**src/rtl/helio_menu_ctrl.sv**
```systemverilog
`default_nettype none
// ============================================================================
// Module   : helio_menu_ctrl
// Brief    : Pushbutton debounce and menu state machine for the HelioSmart UI.
// Revision : 1.0 - initial release
// ============================================================================
module helio_menu_ctrl #(
    parameter int DEB_CYCLES = 1_000_000,
    parameter int NUM_MIN    = 2,
    parameter int NUM_MAX    = 9
) (
    input  logic       CLOCK_50,
    input  logic       iRST_N,
    input  logic [3:0] iKEY,
    output logic [3:0] mensaje,
    output logic       modo_auto,
    output logic       modo_manual,
    output logic [3:0] num,
    output logic       num_ok
);

    localparam int                 c_CNT_W    = (DEB_CYCLES > 2) ? $clog2(DEB_CYCLES) : 1;
    localparam logic [c_CNT_W-1:0] c_CNT_LAST = c_CNT_W'(DEB_CYCLES - 1);
    localparam logic [3:0]         c_NUM_MIN  = 4'(NUM_MIN);
    localparam logic [3:0]         c_NUM_MAX  = 4'(NUM_MAX);
    localparam logic [3:0]         c_MSG_MENU = 4'd0;
    localparam logic [3:0]         c_MSG_AUTO = 4'd1;
    localparam logic [3:0]         c_MSG_SEL  = 4'd2;

    logic [3:0] w_press;

    for (genvar gi = 0; gi < 4; gi++) begin : g_key
        logic               r_s1, r_s2, r_deb, r_deb_d, r_arm, r_press;
        logic [c_CNT_W-1:0] r_cnt;
        logic               w_diff;

        assign w_diff = r_s2 ^ r_deb;

        // Until armed, the counter measures a continuous release so a key held
        // through reset cannot produce a press.
        always_ff @(posedge CLOCK_50) begin
            if (!iRST_N) begin
                r_s1    <= 1'b1;
                r_s2    <= 1'b1;
                r_deb   <= 1'b1;
                r_deb_d <= 1'b1;
                r_arm   <= 1'b0;
                r_press <= 1'b0;
                r_cnt   <= '0;
            end else begin
                r_s1    <= iKEY[gi];
                r_s2    <= r_s1;
                r_deb_d <= r_deb;
                r_press <= r_deb_d & ~r_deb;
                if (!r_arm) begin
                    if (!r_s2) begin
                        r_cnt <= '0;
                    end else if (r_cnt == c_CNT_LAST) begin
                        r_arm <= 1'b1;
                        r_cnt <= '0;
                    end else begin
                        r_cnt <= r_cnt + c_CNT_W'(1);
                    end
                end else if (!w_diff) begin
                    r_cnt <= '0;
                end else if (r_cnt == c_CNT_LAST) begin
                    r_deb <= r_s2;
                    r_cnt <= '0;
                end else begin
                    r_cnt <= r_cnt + c_CNT_W'(1);
                end
            end
        end

        assign w_press[gi] = r_press;
    end

    // Fixed priority A > C > UP > OK; losers in the same cycle are dropped.
    logic w_ev_a, w_ev_c, w_ev_up, w_ev_ok;
    assign w_ev_a  = w_press[0];
    assign w_ev_c  = w_press[1] & ~w_press[0];
    assign w_ev_up = w_press[2] & ~|w_press[1:0];
    assign w_ev_ok = w_press[3] & ~|w_press[2:0];

    typedef enum logic [1:0] {
        S_MENU = 2'd0,
        S_AUTO = 2'd1,
        S_SEL  = 2'd2,
        S_MAN  = 2'd3
    } state_t;

    state_t     r_state;
    logic [3:0] r_mensaje, r_num;
    logic       r_auto, r_man, r_num_ok;

    always_ff @(posedge CLOCK_50) begin
        if (!iRST_N) begin
            r_state   <= S_MENU;
            r_mensaje <= c_MSG_MENU;
            r_auto    <= 1'b0;
            r_man     <= 1'b0;
            r_num     <= c_NUM_MIN;
            r_num_ok  <= 1'b0;
        end else begin
            r_num_ok <= 1'b0;
            case (r_state)
                S_MENU: begin
                    if (w_ev_a) begin
                        r_state <= S_AUTO; r_mensaje <= c_MSG_AUTO; r_auto <= 1'b1;
                    end else if (w_ev_c) begin
                        r_state <= S_SEL;  r_mensaje <= c_MSG_SEL;
                    end
                end
                S_AUTO: begin
                    if (w_ev_c) begin
                        r_state <= S_SEL;  r_mensaje <= c_MSG_SEL;  r_auto <= 1'b0;
                    end else if (w_ev_ok) begin
                        r_state <= S_MENU; r_mensaje <= c_MSG_MENU; r_auto <= 1'b0;
                    end
                end
                S_SEL: begin
                    if (w_ev_a) begin
                        r_state <= S_AUTO; r_mensaje <= c_MSG_AUTO; r_auto <= 1'b1;
                    end else if (w_ev_up) begin
                        r_num <= (r_num == c_NUM_MAX) ? c_NUM_MIN : r_num + 4'd1;
                    end else if (w_ev_ok) begin
                        r_state <= S_MAN; r_man <= 1'b1; r_num_ok <= 1'b1;
                    end
                end
                S_MAN: begin
                    if (w_ev_a) begin
                        r_state <= S_AUTO; r_mensaje <= c_MSG_AUTO; r_auto <= 1'b1; r_man <= 1'b0;
                    end else if (w_ev_c) begin
                        r_state <= S_SEL;  r_man <= 1'b0;
                    end else if (w_ev_ok) begin
                        r_state <= S_MENU; r_mensaje <= c_MSG_MENU; r_man <= 1'b0;
                    end
                end
                default: begin
                    r_state <= S_MENU; r_mensaje <= c_MSG_MENU; r_auto <= 1'b0; r_man <= 1'b0;
                end
            endcase
        end
    end

    assign mensaje     = r_mensaje;
    assign modo_auto   = r_auto;
    assign modo_manual = r_man;
    assign num         = r_num;
    assign num_ok      = r_num_ok;

endmodule
`default_nettype wire

```
**config.mk**
```make
export PLATFORM = sky130hd
export DESIGN_NAME = helio_menu_ctrl
export DESIGN_NICKNAME = d
export VERILOG_FILES = /design/src/rtl/helio_menu_ctrl.sv
export SDC_FILE = /design/constraint.sdc
export NUM_CORES = 1
export LEC_CHECK = 0
export ABC_AREA = 1
export CAP_MARGIN = 20
export CORE_UTILIZATION = 55
export DETAILED_ROUTE_END_ITERATION = 6
export GPL_ROUTABILITY_DRIVEN = 0
export GPL_TIMING_DRIVEN = 0
export PLACE_DENSITY = 0.81
export SLEW_MARGIN = 20
export SYNTH_ARGS = -nofsm -noshare
export SYNTH_HDL_FRONTEND = slang
export SYNTH_SLANG_ARGS = --single-unit
```
**constraint.sdc**
```tcl
create_clock -name CLOCK_50 -period 1.3 [get_ports CLOCK_50]
set_input_delay 0.13 -clock CLOCK_50 [delete_from_list [all_inputs] [get_ports CLOCK_50]]
set_output_delay 0.13 -clock CLOCK_50 [all_outputs]
set_load 0.02 [all_outputs]
```
==> results by group, run 1 <==
Outcome
  – Status: finished, violations left
  – Failing checks: negative setup slack

Critical path
  – Startpoint Class: flop
  – Worst-path cell chain: nand2_4, nor3_4, nand3_2, nand2_4, buf_8, nor3_2
  – CP Capture Type: flop
  – Worst Path Buf+Inv: 1
  – Critical path class: reg2reg
  – Top cell by count, worst path: nand2_4
  – Worst EP arrival: ~1.8 ns
  – Family with the most delay on the worst path: simple AND/OR/NAND/NOR gates
  – Data required, critical path: ~1.7 ns
  – Crit-path max FO: 5
  – Crit-path slowest cell: dfxtp_1
  – Largest stage delay, worst path: around 0.41 ns

Synthesis
  – Post-Synthesis Cells: ~840
  – Yosys reg bits: 117
  – Seq/Total Area, Yosys: between 40% and 50%
  – Synthesized area per cell: ~7 sq um
  – Synth Net Count: around 850
  – Synth unique cells: 32
  – Synth Warn #: 0
  – Synth Cell Area: ~5700 sq um

STA
  – Worst Tran Pin Value: approximately 0.56 ns
  – RSZ-0062 raised after global routing: true
  – Fmax: roughly 700 MHz
  – Max-slew violation count: 0
  – Final count of hold timing violations: 0
  – Count of final setup violators: 68
  – Fin crit period: between 1 and 1.5 ns
  – Clk_skew: approximately 0.0055 ns
  – Hold WS: ~0.17 ns
  – Final Cycle Share: 109%
  – Relative slew slack: between 60% and 70%
  – Final Worst Setup Slack: -0.123 ns

Floorplan
  – Starting Density: 57.6%
  – Core area: 9910 sq um
  – Number of I/O pins: 17
  – Die Ht: roughly 100 microns
  – Row count: 36
  – Chip width: 104 microns
  – Die ar.: between 10000 and 15000 sq um

Layout
  – Antenna Cells: 0
  – Layout Nets: 924
  – Area grow syn2layout: 34.2%
  – Fillers: 668
  – Layout cell share with drive strength beyond 1: a little under a third

Clock network
  – Clock tree from TritonCTS: yes
  – Worst skew pair latency: between 0.5 and 0.6 ns
  – H-tree Lvls: 4
  – Clock sinks: approximately 120
  – Cts bufs inserted: 17
  – Clock root cell: clkbuf_8
  – Worst-path clk slew: 0.06 ns
  – Clk buf depth: 2

Power
  – PwrDens: 1200 nW/um^2
  – P_leak: roughly 3.2 nW
  – VDD IR max: around 1.2 mV

Place
  – IO Port Bufs: 15
  – DPL Wire Length: approximately 7.8 mm
  – DP Worst Slack: -0.231 ns

GRT
  – First-pass GRT wire length: approximately 22 mm
  – Vias in the first global route: ~4900
  – Largest net degree at the start of global routing: 17
  – Initial antenna violation count: 0
  – Overflow after GRT: 0
  – Overall routing resource usage: 24.7%

Hold path
  – Worst hold path class: in2reg

Detailed routing
  – Drt wl/cell: around 13 microns
  – Via count: 5451
  – DRC Markers: 0
  – Via density: around 5.2
  – Post-route ant nets: 0
  – Drt total wl: 14.3 mm
  – Drt pass-1 iters: 5
  – Initial DRC Count: 278

Flow run
  – Max Cap Viol: 0
## repair_timing
item,4_1_cts,5_1_grt
setup endpoints to repair,92,102
cloned,4,0
gates resized for setup,141,128
buffers inserted,22,13
pin swaps,30,45
endpoints found under the hold margin,12,0
hold buffers,1,0
## metal layers
layer / global-route usage [%] / share of wire [%] / wire (microns) / up-vias
met3: 6.67 / 4.9 / 704 / 34
met5: 0 / 0 / 0 / -
met1: 29.1 / 42 / 5940 / 2504
li1: - / - / - / 2753
met2: 42.8 / 52 / 7370 / 160
met4: 9.49 / 1.8 / 250 / 0
## final timing paths
path | startpoint | end | slack [ns] | depth (start not counted)
worst max-delay path | g_key[0].r_cnt[4] | g_key[0].r_cnt[9] | -0.12 | 6
worst min-delay path | iKEY[0] | g_key[0].r_s1 | 0.17 | 2
worst max register to register | g_key[0].r_cnt[4] | g_key[0].r_cnt[9] | -0.12 | 6
worst min register to register | g_key[2].r_deb_d | g_key[2].r_press | 0.41 | 2
## through the flow
stage | total power (W) | std cells | TNS, ns | cell area, sq um | util, %
3_5_place_dp | 0.00397 | 987 | -10.53 | 6040 | 60.9
3_3_place_gp | 0.00396 | 987 | -9.49 | 6040 | 60.9
6_report | 0.00916 | 1058 | -4.15 | 7650 | 77.2
5_1_grt | 0.00943 | 1058 | -9.01 | 7650 | 77.2
2_1_floorplan | 0.00390 | 839 | 0 | 5720 | -
4_1_cts | 0.00912 | 1046 | -1.47 | 7210 | 72.8
## report_power, final
part | internal (W) | switching (W)
sequential | 0.00363 | 0.0000489
clock | 0.00341 | 0.00168
combinational | 0.000183 | 0.000212
total | 0.00722 | 0.00194
## layout by cell type (no fill, tap or decap), types with 5 or more instances in the layout
cell       instances
inv_1            113
bufinv_16          5
nor2_1           151
nand3_4            5
nor2_4            26
a21oi_1           13
nand2_1          147
or2_2             11
nand2_2           33
buf_4             25
xor2_1            24
nor3_2            10
buf_2             10
dfxtp_4           10
dfxtp_1           84
o21ai_1            5
nor3_1            16
buf_6             16
nor2_2            30
nand2_4           17
nand3_2           11
nand4_1           12
clkbuf_16         16
dfxtp_2           23
o21ai_0            7
nand3_1           51
## synthesized netlist by cell type (all sizes together)
master  number  share of area [%]
a21o         1               0.13
a21oi       17                1.5
a31oi        2               0.22
buf          6               0.94
clkbuf       2               0.13
dfxtp      117                 41
ha           6                1.3
inv        120                7.9
nand2      197                 14
nand3       67                6.1
nand3b       1               0.13
nand4       12                1.3
nor2       207                 15
nor3        29                3.1
nor3b        2               0.46
o211a        1               0.18
o21ai       13                1.1
or2         11                1.2
xnor2        3               0.46
xor2        25                3.8
## cells by family (layout without fill, tap and decap cells)
family,count (synthesis),in the layout,share of synthesized area [%]
AOI/OAI and AO/OA,34,34,3.16
xor gates and xnor gates,28,28,4.30
adders and majority gates,6,6,1.32
buffers and inverters,128,214,9.02
DFF,117,117,41.1
and+or+nand+nor,526,526,41.1
## cell type report
type,count,area (sq um),area share [%]
clock buffer,20,445,5.82
buffer,8,78.8,1.03
clock inverter,12,201,2.63
multi-input combinational,594,3430,44.9
tap,133,166,2.17
sequential,117,2410,31.5
inverter,120,475,6.21
timing repair buffer,54,444,5.80
## state kept, by name (all words and copies together), names as in the netlist
signal         flops
g_key.r_s2         4
num                4
modo_auto          1
num_ok             1
g_key.r_s1         4
g_key.r_press      4
g_key.r_deb_d      4
modo_manual        1
g_key.r_deb        4
g_key.r_arm        4
mensaje            4
g_key.r_cnt       80
r_state            2
No activity file was read; power rests on OpenSTA's default activity.
==> run 2: changes to the inputs <==
--- a/config.mk
+++ b/config.mk
@@ -7,11 +7,12 @@
 export LEC_CHECK = 0
 export ABC_AREA = 1
 export CAP_MARGIN = 20
-export CORE_UTILIZATION = 55
+export CORE_MARGIN = 2
+export CORE_UTILIZATION = 66
 export DETAILED_ROUTE_END_ITERATION = 6
 export GPL_ROUTABILITY_DRIVEN = 0
 export GPL_TIMING_DRIVEN = 0
-export PLACE_DENSITY = 0.81
+export PLACE_DENSITY = 0.91
 export SLEW_MARGIN = 20
 export SYNTH_ARGS = -nofsm -noshare
 export SYNTH_HDL_FRONTEND = slang
==> constraint.sdc (replaced) <==
create_clock -name CLOCK_50 -period 1.75 [get_ports CLOCK_50]
set_input_delay 0.175 -clock CLOCK_50 [delete_from_list [all_inputs] [get_ports CLOCK_50]]
set_output_delay 0.175 -clock CLOCK_50 [all_outputs]
set_load 0.02 [all_outputs]
==> run 2 against run 1 <==
  * The run now ends clean
  * Critical path depth fell by 5
  * Worst setup slack gained 0.16 ns
  * Final cell count down 6.2%
  * Critical endpoint is now num[3]
  * Largest cell class unchanged
  * Highest routed layer unchanged
==> results by group, run 2 (synthesis results as in run 1) <==
Critical path
  – Worst-path cell chain: clkdlybuf4s50_1
  – Family with the most delay on the worst path: buffers and inverters
  – Startpoint Class: flop
  – Crit-path max FO: 3
  – Reg-to-reg setup timing slack: between 0.1 and 0.15 ns
  – Crit-path slowest cell: clkdlybuf4s50_1
  – Worst Path Buf+Inv: 1
  – Critical path class: reg2out
  – Worst EP arrival: 1.54 ns
  – Data required, critical path: 1.57 ns
  – CP Capture Type: primary output
  – Worst R2R End: g_key[3].r_cnt[16]
  – Largest stage delay, worst path: 0.63 ns
  – Cells on worst reg2reg path: 8
  – Reg2reg start: g_key[3].r_cnt[0]

Floorplan
  – Die ar.: 9400 sq um
  – Die Ht: 97.0 microns
  – Core area: 8300 sq um
  – Starting Density: 68.7%
  – Chip width: 97.0 microns
  – Row count: 33
  – Number of I/O pins: 17

Detailed routing
  – Via count: ~5300
  – DRC Markers: 0
  – Via density: around 5.4
  – Drt total wl: around 13 mm
  – Initial DRC Count: ~250
  – Drt pass-1 iters: 5
  – Drt wl/cell: ~13 microns
  – Post-route ant nets: 0

GRT
  – Vias in the first global route: about 5200
  – Routing usage on met2: a little over half
  – M3 GR Usage: 6.86%
  – Initial antenna violation count: 0
  – GR Util met1: 31.5%
  – First-pass GRT wire length: 22.5 mm
  – Overflow after GRT: 0
  – Overall routing resource usage: 28.8%
  – Largest net degree at the start of global routing: 17
  – GRT busiest layer: met2

Layout
  – Most frequent cells in the layout: 187 x nor2_1, 183 x nand2_1, 118 x inv_1
  – Antenna Cells: 0
  – Area grow syn2layout: 15.5%
  – Max reg flops: 80
  – Fillers: 538
  – Layout Nets: about 890
  – Layout cell share with drive strength beyond 1: about 10%
  – Commonest non-fill, non-tap cell in the layout: nor2_1
  – Reg with most FFs: g_key.r_cnt
  – Final core occ: roughly four fifths
  – Layout Cell Area excl Fill: 6590 sq um

STA
  – Final count of hold timing violations: 0
  – Setup tns final: 0 ns
  – Fin crit period: approximately 1.7 ns
  – Final Cycle Share: a little over nine tenths
  – Max-slew violation count: 0
  – RSZ-0062 raised after global routing: false
  – Relative slew slack: between 60% and 70%
  – Count of final setup violators: 0
  – Fmax: 583 MHz
  – Clk_skew: between 0.009 and 0.01 ns
  – Worst Tran Pin Value: 0.535 ns

Power
  – VDD IR max: ~0.77 mV
  – P_leak: between 2 and 3 nW
  – PwrDens: around 960 nW/um^2

Place
  – DPL Wire Length: 8.43 mm
  – Post-DP Area: roughly 6000 sq um
  – IO Port Bufs: 15

Hold path
  – Hold Startpoint: iKEY[3]
  – Worst hold path stage count: 2
  – Hold path endpoint: g_key[3].r_s1
  – Worst hold path class: in2reg

Clock network
  – Worst skew pair latency: between 0.5 and 0.6 ns
  – Clock sinks: ~120
  – Post-CTS setup buffers: 0
  – Cts bufs inserted: 17
  – H-tree Lvls: 4
  – Worst-path clk slew: around 0.060 ns
  – Clock tree from TritonCTS: yes
  – Clk buf depth: 2
  – Clock root cell: clkbuf_8

Flow run
  – Max Cap Viol: 0

Outcome
  – Status: completed
-- run 2: final cells by class --
| cell class | count | area [sq um] | area share (%) |
|---|---|---|---|
| Sequential cell | 117 | 2340 | 35.5 |
| Multi-Input combinational cell | 594 | 2850 | 43.3 |
| Tap cell | 105 | 131 | 1.99 |
| Inverter | 120 | 453 | 6.87 |
| Timing Repair Buffer | 16 | 158 | 2.39 |
| Clock buffer | 19 | 442 | 6.70 |
| Buffer | 8 | 61.3 | 0.930 |
| Clock inverter | 13 | 148 | 2.24 |
-- run 2: where the power goes --
group          switching (W)  total, W  internal, W  leakage (nW)
Sequential         0.0000211   0.00272      0.00270         0.947
Clock                0.00131   0.00342      0.00212         0.277
Combinational       0.000102  0.000169    0.0000668          1.47
-- run 2: worst max-delay path by stage --
| stage | to | depth (start not counted) | startpoint |
|---|---|---|---|
| floorplan | g_key[1].r_cnt[13] | 9 | g_key[1].r_cnt[0] |
| global route | num[3] | 1 | num[3] |
| detailed placement | g_key[3].r_cnt[16] | 8 | g_key[3].r_cnt[0] |
| finish | num[3] | 1 | num[3] |
| CTS | num[3] | 1 | num[3] |
| global placement | g_key[0].r_cnt[16] | 8 | g_key[0].r_cnt[0] |
-- run 2: layer usage --
metal	vias to the layer above	part of all wire [%]
li1	2666	-
met4	0	2.9
met3	43	4.2
met5	-	0
met1	2458	41
met2	160	52
-- run 2: timing repair --
item,CTS,global route
pin swaps,0,1
hold endpoints to repair,9,0
resized for setup,2,3
hold buffers,1,0
endpoints found under the setup margin,2,17
-- run 2: stage by stage --
step | power, W | hold WS [ns] | instances | worst slack [ns]
after global placement | 0.00293 | 0.394 | 959 | 0.215
after detailed placement | 0.00294 | 0.401 | 959 | 0.185
final | 0.00631 | 0.255 | 992 | 0.0347
after CTS | 0.00633 | 0.242 | 992 | 0.0403
after global routing | 0.00648 | 0.267 | 992 | 0.00218
after floorplan | 0.00289 | 0.282 | 839 | 0.373
